$ cat src/rtl/gray2rgb_ser.sv
`default_nettype none
// ============================================================================
// Module   : gray2rgb_ser
// Purpose  : Expands one gray pixel into an R,G,B triple (replicated gray or
//            heat map) and streams it as three byte-serial channel beats.
// Revision : 1.0 - initial release
// ============================================================================
module gray2rgb_ser #(
    parameter int width_p        = 8,
    parameter int frame_pixels_p = 4
) (
    input  logic               clk_i,
    input  logic               reset_i,
    input  logic               valid_i,
    input  logic [width_p-1:0] gray_i,
    input  logic               mode_i,
    output logic               ready_o,
    output logic               valid_o,
    output logic [width_p-1:0] data_o,
    output logic [1:0]         chan_o,
    output logic               last_o,
    input  logic               ready_i
);

    localparam int PIX_W = (frame_pixels_p > 1) ? $clog2(frame_pixels_p) : 1;
    localparam logic [PIX_W-1:0] c_last_pix = PIX_W'(frame_pixels_p - 1);

    typedef enum logic [1:0] {
        CH_R = 2'd0,
        CH_G = 2'd1,
        CH_B = 2'd2
    } chan_e;

    chan_e              chan_q, chan_d;
    logic               valid_q, valid_d;
    logic [width_p-1:0] red_q, red_d;
    logic [width_p-1:0] grn_q, grn_d;
    logic [width_p-1:0] blu_q, blu_d;
    logic [PIX_W-1:0]   pix_q, pix_d;

    logic               w_fire;
    logic               w_b_done;
    logic               w_accept;
    logic               w_below;
    logic [width_p-1:0] w_dbl;
    logic [width_p-1:0] w_red;
    logic [width_p-1:0] w_grn;
    logic [width_p-1:0] w_blu;

    assign w_fire   = valid_q & ready_i;
    assign w_b_done = w_fire & (chan_q == CH_B);
    assign ready_o  = ~valid_q | ((chan_q == CH_B) & ready_i);
    assign w_accept = valid_i & ready_o;

    // Heat map: the MSB decides the half; doubling the low bits covers both
    // g<<1 in the lower half and (g-H)<<1 in the upper half.
    assign w_below = ~gray_i[width_p-1];
    assign w_dbl   = {gray_i[width_p-2:0], 1'b0};

    always_comb begin
        w_red = gray_i;
        w_grn = gray_i;
        w_blu = gray_i;
        if (mode_i) begin
            w_red = w_below ? w_dbl : {width_p{1'b1}};
            w_grn = w_below ? {width_p{1'b0}} : w_dbl;
            w_blu = ~gray_i;
        end
    end

    always_comb begin
        valid_d = valid_q;
        chan_d  = chan_q;
        red_d   = red_q;
        grn_d   = grn_q;
        blu_d   = blu_q;
        pix_d   = pix_q;
        if (w_b_done) begin
            valid_d = 1'b0;
            chan_d  = CH_R;
            pix_d   = (pix_q == c_last_pix) ? '0 : pix_q + PIX_W'(1);
        end else if (w_fire) begin
            chan_d = (chan_q == CH_R) ? CH_G : CH_B;
        end
        // A new pixel may land in the same cycle its predecessor's B beat leaves.
        if (w_accept) begin
            valid_d = 1'b1;
            chan_d  = CH_R;
            red_d   = w_red;
            grn_d   = w_grn;
            blu_d   = w_blu;
        end
    end

    always_ff @(posedge clk_i) begin
        if (reset_i) begin
            valid_q <= 1'b0;
            chan_q  <= CH_R;
            red_q   <= '0;
            grn_q   <= '0;
            blu_q   <= '0;
            pix_q   <= '0;
        end else begin
            valid_q <= valid_d;
            chan_q  <= chan_d;
            red_q   <= red_d;
            grn_q   <= grn_d;
            blu_q   <= blu_d;
            pix_q   <= pix_d;
        end
    end

    always_comb begin
        data_o = red_q;
        case (chan_q)
            CH_G:    data_o = grn_q;
            CH_B:    data_o = blu_q;
            default: data_o = red_q;
        endcase
    end

    assign valid_o = valid_q;
    assign chan_o  = chan_q;
    assign last_o  = valid_q & (chan_q == CH_B) & (pix_q == c_last_pix);

endmodule
`default_nettype wire

$ cat config.mk
export PLATFORM = sky130hd
export DESIGN_NAME = gray2rgb_ser
export DESIGN_NICKNAME = d
export VERILOG_FILES = /design/src/rtl/gray2rgb_ser.sv
export SDC_FILE = /design/constraint.sdc
export NUM_CORES = 1
export LEC_CHECK = 0
export CAP_MARGIN = 10
export CORE_MARGIN = 5
export CORE_UTILIZATION = 50
export DETAILED_ROUTE_END_ITERATION = 8
export PLACE_DENSITY = 0.76
export SKIP_LAST_GASP = 1
export SLEW_MARGIN = 20
export SYNTH_ARGS = -nofsm -noshare
export SYNTH_HDL_FRONTEND = slang
export SYNTH_SLANG_ARGS = --single-unit
$ cat constraint.sdc
create_clock -name clk_i -period 2 [get_ports clk_i]
set_input_delay 0.3 -clock clk_i [delete_from_list [all_inputs] [get_ports clk_i]]
set_output_delay 0.3 -clock clk_i [all_outputs]
set_load 0.01 [all_outputs]
* Word level (Yosys, flattened, before mapping)
Cells that the tools add are included.
** Word-level totals
- Bits of input ports :: 13
- Bits in registers :: 29
- Word-level logic and storage cells :: 32
** Cells by class
- Equality and inequality tests :: 3
- Reductions and logical operators :: 3
- Add/subtract/negate cells :: 1
- Bitwise operators :: 9
- Muxes and demuxes :: 10
** Operators with widths (number)
- 2-to-1 mux 8 bit :: 5
- one-hot mux 8 bit (2 select lines) :: 1
- NOT 8 bit :: 1
- AND 1 bit :: 6
- == test 2 bit (second input constant) :: 2
- 2-to-1 mux 2 bit :: 2
- OR reduction 3 bit :: 1
- adder 2 x 1 -> 2 bit (second input constant) :: 1
- == test 2 x 1 -> 1 bit (second input constant) :: 1
- logical NOT 2 bit :: 1
- 2-to-1 mux 1 bit :: 2
- nonzero test 2 bit :: 1
- NOT 1 bit :: 1
- bitwise OR 1 bit :: 1

* Depth between registers and ports, before layout
- Word-level depth :: 5
- Depth in mapped cells :: 7
- Gate-level depth less buffers :: 6

* Worst setup path before layout
No wires, ideal clock.
- Path type :: flip-flop to output port
- Start point :: register chan_q[0], in the netlist chan_o[0]
- End point :: output data_o[0]
- Path slack :: 0.207 ns
- Data arrival time :: 1.493 ns
- Data required time :: 1.700 ns
- Stages on the path, launching flop included :: 7
- Path through :: dfxtp_1 > inv_1 > ha_1 > clkbuf_1 > clkbuf_1 > nor2_1 > a21oi_1
** Between the ends
- Cells in the longest elaborated chain, start to end :: 2
** RTL lines
- start: declaration :: line 34 : chan_e chan_q, chan_d;
- start signal: assignment :: line 105 : chan_q <= chan_d;
- == test 2 bit / == test 2 x 1 -> 1 bit (equally long branches) :: line 115 : case (chan_q)
- one-hot mux 8 bit (2 select lines) (*) :: line 115
- end: declaration :: line 19 : output logic [width_p-1:0] data_o,
Every way passes the cells marked *; elsewhere a longest branch is shown, timed or not.

* Final worst setup path
- Start point :: register chan_q[1], in the netlist chan_o[1]
- End point :: output data_o[5]
Same word-level chain as after synthesis.

==> results.md <==
Timing:
- The setup total negative slack is 0 ps.
- Setup repair after global routing could not meet its margin everywhere.
- The final number of hold-violating endpoints is 0.
- The actual transition at the worst max-transition pin is 533.6 ps.
- The final setup skew is 15.45 ps.
- Setup violations remaining at the end of the flow were counted as 0.
- The maximum achievable frequency is 0.5096 GHz.
- The post-route fraction of the period consumed by the critical path is 0.9811.
- The final critical-path required period is 1962 ps.
- The worst pin sits at a relative slew slack of 0.6423.
- The max-slew violation count came to 0.

Setup path:
- The launching element type of the critical path is a register.
- The signal on the critical path passes through inv_1, ha_2, buf_12, a22oi_1, a21oi_1, clkdlybuf4s15_1.
- On the worst path, the slowest cell contributes a delay of 350 ps.
- The critical path data arrival time is 1660 ps.
- The start-to-end type of the worst setup path is reg -> out.
- The count of buffer and inverter cells on the critical path is 3.
- In this run the worst path has a maximum fanout of 8.
- In this design, the largest share of critical-path delay is due to buffers and inverters.
- The type of destination of the critical path is an output pin.
- The data required time of the critical path is 1700 ps.
- On the critical path, the stage with the largest delay is an instance of dfxtp_2.

Floorplanning:
- The x dimension of the die is 64.59 um.
- The die covers 0.004172 sq mm.
- For this configuration, the core starts out at a cell density of 0.5312.
- The initialized floorplan defines 19 standard-cell rows.
- The number of top-level pins is 26.
- The core box area is 0.002805 sq mm.
- The die boundary height is 64.59 um.

GRT:
- The number of global-route vias before repair is 1,384.
- The pin count of the biggest net entering global routing is 30.
- In the global route stage, met1 resource usage came out at 0.2023.
- The most crowded layer after global routing is met2.
- The global-route congestion overflow total is 0.
- The wire length of the first global-routing pass is 6.203 mm.
- The routing usage on met2 is 0.3428.
- The initial antenna violation count came to 0.
- In the global route stage, met3 resource usage came out at 0.05009.
- The total global-route track usage is 0.1932.

Clocking:
- For the worst-skew pair, the clock arrives at the later sink with an insertion delay of 340 ps.
- In this run the number of H-tree levels came out at 2.
- CTS placed an instance of clkbuf_4 at the clock tree root.
- CTS saw 29 sinks.
- TritonCTS built the clock tree.
- In this run, CTS created clock tree buffers numbering 5.
- Buffers inserted to repair hold after CTS numbered 0.
- Counting along the longest clock path gives a buffer depth of 2.
- The clock-pin slew reported for the worst setup and hold paths after clock tree synthesis is 110 ps.

Synthesis:
- The post-synthesis register bit count is 29.
- The area share of the largest cell type after synthesis is 0.3896.
- Yosys printed 0 warnings.
- After synthesis, the mean cell area works out to 8.515 sq um.
- The number of nets in the synthesized netlist is 193.
- The number of standard cells after synthesis is 175.
- The area of the mapped netlist is 0.001490 sq mm.
- For this run, the register share of the synthesized area comes to 0.3896.
- The largest total area in the synthesized netlist belongs to dfxtp_1.
- The number of distinct library cell variants in the gate-level netlist after synthesis is 27.
- Ranked by total cell area, the synthesized netlist is headed by dfxtp_1, a21oi_1, a211oi_1.

Pwr:
- The design draws 1339 uW.
- In this run the static leakage power is 0.0007148 uW.
- In this run the power density over the cells is 704.1 mW/mm^2.
- The maximum vdd ir drop is 409.2 uV.

Hold path:
- The path class of the tightest hold or removal check is reg -> reg.

Detailed routing:
- After detailed routing, the number of remaining DRC violations is 0.
- In this run, the number of DRC markers left after iteration 0 of detailed routing was 35.
- The final route contains 1,425 vias.
- In the routed layout, each cell is associated on average with a via count of 5.987.
- The first-pass iteration count of the detailed router is 4.
- The antenna violation net count after detailed routing is 0.
- The routed design has 3.743 mm of wire.
- In the final routed layout, each cell accounts on average for 15.73 um.

Finish:
- The total number of nets in the final design is 224.
- The share of layout cells above drive strength 1 is 0.1981.
- The leading cell type in the layout, fill and taps excluded is a21oi_1.
- The antenna cell count is 0.
- The area growth from synthesis to final layout is 27.62%.
- In the layout the commonest cells are a21oi_1, dfxtp_1, a211oi_1.

Status:
- The run finished with clean final reports.

Place:
- Routability-driven placement finished with a final weighted congestion of 0.8806.
- The count of buffers added on input and output ports is 25.
- Detailed placement finished with a half-perimeter wire length of 2.646 mm.

Job:
- Across the run, the number of max-cap violations was 0.
## layout make-up
type / instances / area, sq um
clock buffers: 7 / 65.06
clock inverters: 1 / 5.005
fillers: 236 / 903.4
inverters: 5 / 18.77
multi-input cells: 125 / 825.8
flip-flops and latches: 29 / 583.1
well taps: 31 / 38.79
repair buffers: 40 / 365.4
## worst reg2reg max path, cell delays in order (launching register included)
cell and delay, ps:
dfxtp_2 340, inv_2 70, ha_2 190, buf_12 140
a21boi_4 60, buf_4 150, nor3_2 450, a211oi_1 150
## kinds of logic (layout without fill, tap and decap cells)
| family | Yosys count | count (layout) | share of synthesized area |
|---|---|---|---|
| AOI/OAI and AO/OA | 82 | 82 | 0.3375 |
| DFF | 29 | 29 | 0.3896 |
| and+or+nand+nor | 29 | 29 | 0.1016 |
| buffers and inverters | 21 | 53 | 0.07472 |
| xor gates and xnor gates | 7 | 7 | 0.04114 |
| adders and majority gates | 5 | 5 | 0.04198 |
| muxes | 2 | 2 | 0.01343 |
## synth_stat cells
| cell type | count |
|---|---|
| a21boi_4 | 1 |
| a22oi_1 | 8 |
| nand2_1 | 3 |
| mux2i_1 | 2 |
| nor3_1 | 2 |
| dfxtp_1 | 29 |
| nor2_2 | 1 |
| and3_1 | 1 |
| nor3_2 | 1 |
| o21ai_0 | 2 |
| clkbuf_1 | 9 |
| or3_1 | 1 |
| buf_2 | 2 |
| xnor2_1 | 7 |
| a211oi_1 | 22 |
| and4b_1 | 1 |
| inv_2 | 1 |
| buf_4 | 2 |
| buf_6 | 3 |
| a21oi_1 | 48 |
| nor2_1 | 10 |
| nor2b_1 | 6 |
| nand3_1 | 2 |
| o2111ai_1 | 1 |
| inv_1 | 4 |
| ha_1 | 5 |
| and2_1 | 1 |
## final timing paths
kind	startpoint	slack [ps]	cells past startpoint	to
worst min-delay path	pix_q[0]	480	2	pix_q[0]
worst max-delay path	chan_o[1]	40	6	data_o[5]
worst max register to register	chan_o[0]	290	7	red_q[3]
worst min register to register	pix_q[0]	480	2	pix_q[0]
## report_power, final
| group | internal (uW) | switching (uW) |
|---|---|---|
| clock network | 203 | 213 |
| registers | 618 | 25.1 |
| logic | 131 | 148 |
| total | 953 | 386 |
## routing by layer
layer / vias to the layer above / part of all wire
met5: - / 0
met4: 0 / 0.034
met3: 14 / 0.063
met2: 45 / 0.52
met1: 659 / 0.38
li1: 707 / -
## registers in the layout, indices dropped and copies added (netlist names)
name     cells
blu_q        8
chan_o       2
grn_q        8
pix_q        2
red_q        8
valid_o      1
## per-stage QoR
step / util / std cells / area [sq um] / hold slack (ps) / setup WS [ps]
final: 0.6780 / 238 / 1902 / 475.0 / 37.81
after global placement: 0.6476 / 229 / 1817 / 456.9 / 122.1
after global routing: 0.6780 / 238 / 1902 / 513.4 / -45.95
after detailed placement: 0.6476 / 229 / 1817 / 464.2 / 75.62
after CTS: 0.6766 / 238 / 1898 / 476.8 / -47.77
after floorplan: - / 175 / 1490 / 449.3 / 207.4
## timing repair
action                                  CTS  global route
gates resized for setup                  19            15
endpoints found under the setup margin   10             8
setup buffers                             1             0
(Power assumes the default switching activity.)
